===== src/rtl/div_iter_radix2.sv =====
// Restoring radix-2 iterative divider for RV32M DIV/DIVU/REM/REMU.
// One quotient bit per cycle; divide-by-zero and signed overflow resolve at accept.
module div_iter_radix2 #(
  parameter int unsigned WIDTH = 32
) (
  input  logic             clk,
  input  logic             rst_n,
  input  logic             i_start,
  input  logic             i_flush,
  input  logic [1:0]       i_op,
  input  logic [WIDTH-1:0] i_dividend,
  input  logic [WIDTH-1:0] i_divisor,
  input  logic             i_ready,
  output logic             o_ready,
  output logic             o_busy,
  output logic             o_valid,
  output logic [WIDTH-1:0] o_result
);

  localparam int unsigned CW = (WIDTH > 2) ? $clog2(WIDTH) : 1;
  localparam logic [WIDTH-1:0] MIN_VAL = {1'b1, {(WIDTH-1){1'b0}}};

  typedef enum logic [1:0] {S_IDLE, S_CALC, S_FIX, S_DONE} state_t;

  state_t           state_q, state_d;
  logic [CW-1:0]    cnt_q;
  logic [1:0]       op_q;
  logic             sign_a_q, sign_b_q;
  logic [WIDTH-1:0] quo_q, dvs_q, rem_q, result_q;
  logic             valid_q, ready_q, busy_q;

  logic             accept_c, special_c, is_signed_c, sign_a_c, sign_b_c;
  logic             div0_c, ovf_c, ge_c, fix_signed_c;
  logic [WIDTH-1:0] abs_a_c, abs_b_c, special_res_c, q_fix_c, r_fix_c, fix_res_c;
  logic [WIDTH:0]   rem_s_c, trial_c;

  // Operand conditioning and special-case detection on the incoming request
  always_comb begin
    is_signed_c   = ~i_op[0];
    sign_a_c      = is_signed_c & i_dividend[WIDTH-1];
    sign_b_c      = is_signed_c & i_divisor[WIDTH-1];
    abs_a_c       = sign_a_c ? (~i_dividend + WIDTH'(1)) : i_dividend;
    abs_b_c       = sign_b_c ? (~i_divisor + WIDTH'(1)) : i_divisor;
    div0_c        = (i_divisor == '0);
    ovf_c         = is_signed_c & (i_dividend == MIN_VAL) & (i_divisor == '1);
    special_c     = div0_c | ovf_c;
    special_res_c = '0;
    if (div0_c) special_res_c = i_op[1] ? i_dividend : '1;
    else        special_res_c = i_op[1] ? '0 : MIN_VAL;
  end

  // One restoring iteration plus final sign fix-up
  always_comb begin
    rem_s_c      = {rem_q, quo_q[WIDTH-1]};
    trial_c      = rem_s_c - {1'b0, dvs_q};
    ge_c         = ~trial_c[WIDTH];
    fix_signed_c = ~op_q[0];
    q_fix_c      = (fix_signed_c & (sign_a_q ^ sign_b_q)) ? (~quo_q + WIDTH'(1)) : quo_q;
    r_fix_c      = (fix_signed_c & sign_a_q) ? (~rem_q + WIDTH'(1)) : rem_q;
    fix_res_c    = op_q[1] ? r_fix_c : q_fix_c;
  end

  // Next-state logic; flush overrides everything including a same-cycle start
  always_comb begin
    state_d  = state_q;
    accept_c = 1'b0;
    if (i_flush) begin
      state_d = S_IDLE;
    end else begin
      case (state_q)
        S_IDLE: if (i_start) begin
          accept_c = 1'b1;
          state_d  = special_c ? S_DONE : S_CALC;
        end
        S_CALC: if (cnt_q == '0) state_d = S_FIX;
        S_FIX:  state_d = S_DONE;
        S_DONE: if (i_ready) state_d = S_IDLE;
        default: state_d = S_IDLE;
      endcase
    end
  end

  // State register with registered handshake outputs
  always_ff @(posedge clk) begin
    if (!rst_n) begin
      state_q <= S_IDLE;
      valid_q <= 1'b0;
      ready_q <= 1'b1;
      busy_q  <= 1'b0;
    end else begin
      state_q <= state_d;
      valid_q <= (state_d == S_DONE);
      ready_q <= (state_d == S_IDLE);
      busy_q  <= (state_d != S_IDLE);
    end
  end

  // Datapath registers
  always_ff @(posedge clk) begin
    if (!rst_n) begin
      cnt_q    <= '0;
      op_q     <= '0;
      sign_a_q <= 1'b0;
      sign_b_q <= 1'b0;
      quo_q    <= '0;
      dvs_q    <= '0;
      rem_q    <= '0;
      result_q <= '0;
    end else if (accept_c) begin
      op_q     <= i_op;
      sign_a_q <= sign_a_c;
      sign_b_q <= sign_b_c;
      quo_q    <= abs_a_c;
      dvs_q    <= abs_b_c;
      rem_q    <= '0;
      cnt_q    <= CW'(WIDTH - 1);
      if (special_c) result_q <= special_res_c;
    end else if (state_q == S_CALC) begin
      quo_q <= {quo_q[WIDTH-2:0], ge_c};
      rem_q <= ge_c ? trial_c[WIDTH-1:0] : rem_s_c[WIDTH-1:0];
      cnt_q <= cnt_q - CW'(1);
    end else if ((state_q == S_FIX) && !i_flush) begin
      result_q <= fix_res_c;
    end
  end

  assign o_ready  = ready_q;
  assign o_busy   = busy_q;
  assign o_valid  = valid_q;
  assign o_result = result_q;

endmodule

===== config.mk =====
export PLATFORM = sky130hd
export DESIGN_NAME = div_iter_radix2
export DESIGN_NICKNAME = d
export VERILOG_FILES = /design/src/rtl/div_iter_radix2.sv
export SDC_FILE = /design/constraint.sdc
export NUM_CORES = 1
export LEC_CHECK = 0
export CELL_PAD_IN_SITES_DETAIL_PLACEMENT = 0
export CELL_PAD_IN_SITES_GLOBAL_PLACEMENT = 1
export CORE_MARGIN = 2
export CORE_UTILIZATION = 40
export CTS_CLUSTER_SIZE = 40
export DETAILED_ROUTE_END_ITERATION = 6
export PLACE_DENSITY = 0.73
export REMOVE_ABC_BUFFERS = 1
export SLEW_MARGIN = 20
export SYNTH_ARGS = -nofsm -noshare
export SYNTH_HDL_FRONTEND = slang
export SYNTH_SLANG_ARGS = --single-unit

===== constraint.sdc =====
create_clock -name clk -period 4.15 [get_ports clk]
set_input_delay 0.83 -clock clk [delete_from_list [all_inputs] [get_ports clk]]
set_output_delay 0.83 -clock clk [all_outputs]
set_load 0.05 [all_outputs]

==> results of run 1 <==
## area by class of cell
cell class / instances / share of cell area (%)
multi-input cells: 1125 / 57.0
flip-flops and latches: 142 / 22.5
repair buffers: 139 / 10.5
clock buffers: 18 / 3.40
well taps: 335 / 3.32
inverters: 58 / 1.72
clock inverters: 14 / 1.44
## per-stage QoR
| stage | setup WS (ps) | setup TNS [ps] |
|---|---|---|
| 3_3_place_gp | 59.0 | 0 |
| 4_1_cts | 293 | 0 |
| 2_1_floorplan | -791 | -41360 |
| 6_report | 302 | 0 |
| 3_5_place_dp | -16.2 | -52.8 |
| 5_1_grt | 90.1 | 0 |
## cell usage in the layout (no fill, tap or decap), types with 6 or more instances in the layout
cell | synthesis | routed
sky130_fd_sc_hd__o22ai_1 | 10 | 10
sky130_fd_sc_hd__nor2b_1 | 9 | 8
sky130_fd_sc_hd__nand4_1 | 14 | 14
sky130_fd_sc_hd__clkdlybuf4s50_1 | 0 | 105
sky130_fd_sc_hd__o41ai_1 | 8 | 8
sky130_fd_sc_hd__nor2_1 | 139 | 138
sky130_fd_sc_hd__or4_1 | 7 | 7
sky130_fd_sc_hd__buf_4 | 2 | 32
sky130_fd_sc_hd__clkbuf_16 | 0 | 17
sky130_fd_sc_hd__a21oi_1 | 138 | 138
sky130_fd_sc_hd__o21ai_0 | 91 | 91
sky130_fd_sc_hd__ha_1 | 39 | 39
sky130_fd_sc_hd__a211oi_1 | 39 | 39
sky130_fd_sc_hd__or3_1 | 14 | 14
sky130_fd_sc_hd__and3_1 | 14 | 13
sky130_fd_sc_hd__nand2_1 | 119 | 119
sky130_fd_sc_hd__nor3_1 | 24 | 24
sky130_fd_sc_hd__o2bb2ai_1 | 6 | 6
sky130_fd_sc_hd__a22o_1 | 7 | 7
sky130_fd_sc_hd__xor2_1 | 73 | 73
sky130_fd_sc_hd__a21o_1 | 14 | 14
sky130_fd_sc_hd__inv_1 | 57 | 57
sky130_fd_sc_hd__nand3_1 | 38 | 38
sky130_fd_sc_hd__nand2b_1 | 31 | 31
sky130_fd_sc_hd__dfxtp_1 | 142 | 142
sky130_fd_sc_hd__a22oi_1 | 30 | 30
sky130_fd_sc_hd__xnor2_1 | 71 | 70
sky130_fd_sc_hd__mux2i_1 | 25 | 25
sky130_fd_sc_hd__a311oi_1 | 15 | 15
sky130_fd_sc_hd__nor4_1 | 20 | 20
sky130_fd_sc_hd__a41oi_1 | 6 | 6
sky130_fd_sc_hd__o211ai_1 | 18 | 18
sky130_fd_sc_hd__a31oi_1 | 19 | 19
sky130_fd_sc_hd__o31ai_1 | 21 | 21
sky130_fd_sc_hd__a221oi_1 | 7 | 7
## cells by family after synthesis
family | after synthesis | share of synthesized area, %
AO/OA/AOI/OAI | 461 | 27.9
AND/OR/NAND/NOR | 455 | 20.7
buffers and inverters | 155 | 5.72
XOR/XNOR | 144 | 11.9
flip-flops | 142 | 26.7
adder cells (fa/ha/maj) | 40 | 4.78
multiplexers | 25 | 2.35
## power by group through the flow
stage / logic [µW] / clock network (µW) / registers, µW
6_report: 1490 / 1640 / 1520
5_1_grt: 1640 / 1730 / 1530
4_1_cts: 1480 / 1670 / 1520
3_5_place_dp: 1470 / 0 / 1550
3_3_place_gp: 1480 / 0 / 1550
2_1_floorplan: 1030 / 0 / 1540
## flip-flops by register name, summed over array words and instances (netlist names)
register	count
quo_q	32
o_busy	1
rem_q	32
op_q	2
sign_b_q	1
o_result	32
cnt_q	5
state_q	2
sign_a_q	1
o_valid	1
dvs_q	32
o_ready	1
## Yosys cell counts (5+ instances only)
cell type                     n
sky130_fd_sc_hd__o2bb2ai_1    6
sky130_fd_sc_hd__a31oi_1     19
sky130_fd_sc_hd__a211oi_1    39
sky130_fd_sc_hd__ha_1        39
sky130_fd_sc_hd__nor2_1     139
sky130_fd_sc_hd__nand4_1     14
sky130_fd_sc_hd__o22ai_1     10
sky130_fd_sc_hd__mux2i_1     25
sky130_fd_sc_hd__a21o_1      14
sky130_fd_sc_hd__inv_1       57
sky130_fd_sc_hd__a22oi_1     30
sky130_fd_sc_hd__o21a_1       5
sky130_fd_sc_hd__a41oi_1      6
sky130_fd_sc_hd__clkbuf_1    84
sky130_fd_sc_hd__o41ai_1      8
sky130_fd_sc_hd__nor2b_1      9
sky130_fd_sc_hd__nor3_1      24
sky130_fd_sc_hd__o21ai_0     91
sky130_fd_sc_hd__or4_1        7
sky130_fd_sc_hd__a221oi_1     7
sky130_fd_sc_hd__and2_1       5
sky130_fd_sc_hd__o211ai_1    18
sky130_fd_sc_hd__xor2_1      73
sky130_fd_sc_hd__nand2b_1    31
sky130_fd_sc_hd__buf_1        6
sky130_fd_sc_hd__a32o_1       5
sky130_fd_sc_hd__nor4_1      20
sky130_fd_sc_hd__xnor2_1     71
sky130_fd_sc_hd__or3_1       14
sky130_fd_sc_hd__dfxtp_1    142
sky130_fd_sc_hd__nand2_1    119
sky130_fd_sc_hd__o31ai_1     21
sky130_fd_sc_hd__a21oi_1    138
sky130_fd_sc_hd__nand3_1     38
sky130_fd_sc_hd__and3_1      14
sky130_fd_sc_hd__a22o_1       7
sky130_fd_sc_hd__a311oi_1    15
## worst paths after layout
| path | end | slack (ps) | depth (start not counted) |
|---|---|---|---|
| worst max-delay path | rem_q[15] | 300 | 13 |
| worst min-delay path | dvs_q[31] | 460 | 2 |
| worst max register to register | rem_q[15] | 300 | 13 |
| worst min register to register | dvs_q[31] | 460 | 2 |
## worst max-delay path: stages, from the launching register on
cell                       delay (ps)
sky130_fd_sc_hd__dfxtp_1          430
sky130_fd_sc_hd__inv_1            110
sky130_fd_sc_hd__ha_1             240
sky130_fd_sc_hd__fa_1             390
sky130_fd_sc_hd__nand2b_1         190
sky130_fd_sc_hd__a21o_1           210
sky130_fd_sc_hd__a31o_2           260
sky130_fd_sc_hd__a21oi_1          240
sky130_fd_sc_hd__o21ai_1          230
sky130_fd_sc_hd__o221a_2          350
sky130_fd_sc_hd__xnor2_2          460
sky130_fd_sc_hd__buf_12           260
sky130_fd_sc_hd__mux2i_1          220
sky130_fd_sc_hd__a21oi_1           90
## layer usage
layer	track usage [%]	vias to the layer above	share of wire, %
met5	0	-	0
met4	6.33	0	1.9
met3	3.71	40	4.9
met2	37.9	287	46
met1	33.3	4834	47
li1	-	5276	-
==> results list, run 1 <==
* Net load switching power: 1650 µW
* Final routed wire length divided by cell count: 18.3 µm
- For this design the static power due to leakage is 0.00467 µW.
- Clock network fraction of total power: 35.3%
- In this run the cell area measured after placement is 12000 µm².
- Of all nets on the critical path, the largest fanout is 23.
* Largest buffer count on any clock path: 2
- Net switching is 35.4% of the power.
* Vias: 10400
- After synthesis, the share of flip-flops with an asynchronous set or reset is 0%.
- Setup violations remaining at the end of the flow were counted as 0.
- Number of clock sinks: 142
* Buffer count from post-CTS setup fixing: 0
- Yosys attributes the largest share of cell area to sky130_fd_sc_hd__dfxtp_1 (27%), sky130_fd_sc_hd__a21oi_1 (6.5%), sky130_fd_sc_hd__xor2_1 (6.0%), sky130_fd_sc_hd__xnor2_1 (5.9%), sky130_fd_sc_hd__nor2_1 (4.9%).
- Share of the synthesized area in the top cell type: 26.7%
- After clock tree synthesis, the clock-pin slew on the worst setup and hold paths is 70 ps.
* Sequential fraction of design power: 32.7%
- In this run the most critical hold path is launched from dvs_q[31].
* Hold crit path type: register to register
* Cts bufs inserted: 17
- Max cap viols: 0
- For this design, the CTS-stage hold fixing added 0 buffers.
- For this run, design rule violations remaining after detail routing come to 0.
* Final weighted congestion in routability-driven placement: 0.914
* Number of register bits inferred by synthesis: 142
* Boundary pin count: 106
- Count of distinct cell types in the synthesized netlist: 67
- The area growth from synthesis to layout is 18.8%.
- Count of filler cells inserted in the layout: 2637
- Internal power comes to 3010 µW.
- Post-synthesis average cell area: 7.47 µm²
- Gates resized during post-CTS repair numbered 0.
* Combinational share of power: 32.0%
- Max Freq: 0.260 GHz
* Number of pins exceeding their max-slew limit in the final report: 0
- Number of warning messages in the yosys log: 0
- After the first detailed-routing iteration, the DRC count stood at 769.
* Placement row count: 59
- Arrival @ worst endpoint: 4130 ps
- Register area: 2840 µm²
- Status: finished clean
- Total iterations of the first detailed-routing run: 5
* Post-detailed-route via-to-cell ratio: 5.70
- Dividing the final minimum period by the clock period gives 92.7%.
* Placed Cells incl. Taps: 1799
- Clock latency on the worst-skew pair, taken at its later pin, is 440 ps.
* Start of the worst register-to-register path: quo_q[31]
* Die width: 167 µm
- Final hold violations: 0
- VDD sags by at most 0.250 mV.
* Final Net Count: 1594
* Largest net degree at the start of global routing: 74
* Data required time at the worst endpoint: 4430 ps
- Number of global-route vias before repair: 9619
- EDFF count, synth: 0
- Utilization of the core after routing: 48.4%
* Total global routing overflow: 0
* Beginning of the critical path: quo_q[31]
- In this run the remaining antenna-violating nets after routing total 0.
* Area occupied by multi-input gates: 7200 µm²
- The finished layout holds 1831 standard cells, fillers aside.
- Element type at the critical path end: register
- After synthesis the cells add up to 10600 µm².
- Port bufs: 105
- Overall fraction of global-route tracks in use: 23.7%
* Kind of start point of the critical path: register
- The final layout contains routed wiring with a total length of 33.5 mm.
- Number of antenna violations at the first check in global routing: 1
- Once the floorplan was initialized, standard cells occupied 40.8% of the core.
* Relative slew slack: 35.5%
- Worst Path Class, Setup: register to register
- sky130_fd_sc_hd__dfxtp_1 takes more of the synthesized area than any other cell.
* Dominant register cell in the synthesized netlist: sky130_fd_sc_hd__dfxtp_1
- Clock skew after layout: 18.8 ps
* Power per cell area: 369 nW/µm²
- Hold is met by 457 ps.
* Area enclosed by the die boundary: 27900 µm²
* Layout Cell Area excl Fill: 12600 µm²
- Overall power consumption after layout is estimated at 4650 µW.
- Time the final worst path needs with I/O delays and setup: 3850 ps
- Global-route wire length before repair: 53.6 mm
* TritonCTS clock tree: built
- H-tree depth reported by CTS: 4
* Clk Tree Root Cell: sky130_fd_sc_hd__clkbuf_16
- Part of the Yosys area used for sequential elements: 26.7%
- Setup repair after global routing missed its margin: false
* HPWL after DPL: 25.1 mm
- Synthesis handed over a netlist of 1422 instances.
* Vertical die dimension: 167 µm
* Core Box Area: 26100 µm²
- 0 antenna diodes ended up in the layout.
- Fraction of layout cells with a size suffix above 1: 5.61%
- Worst-margin pin slew: 966 ps
No activity file was read; power rests on OpenSTA's default activity.
==> run 2: changes to the inputs <==
Settings changed: HOLD_SLACK_MARGIN set to 0.12.
==> results of run 2 <==
No change in the layout: final DEF, timing and power equal those of run 1.
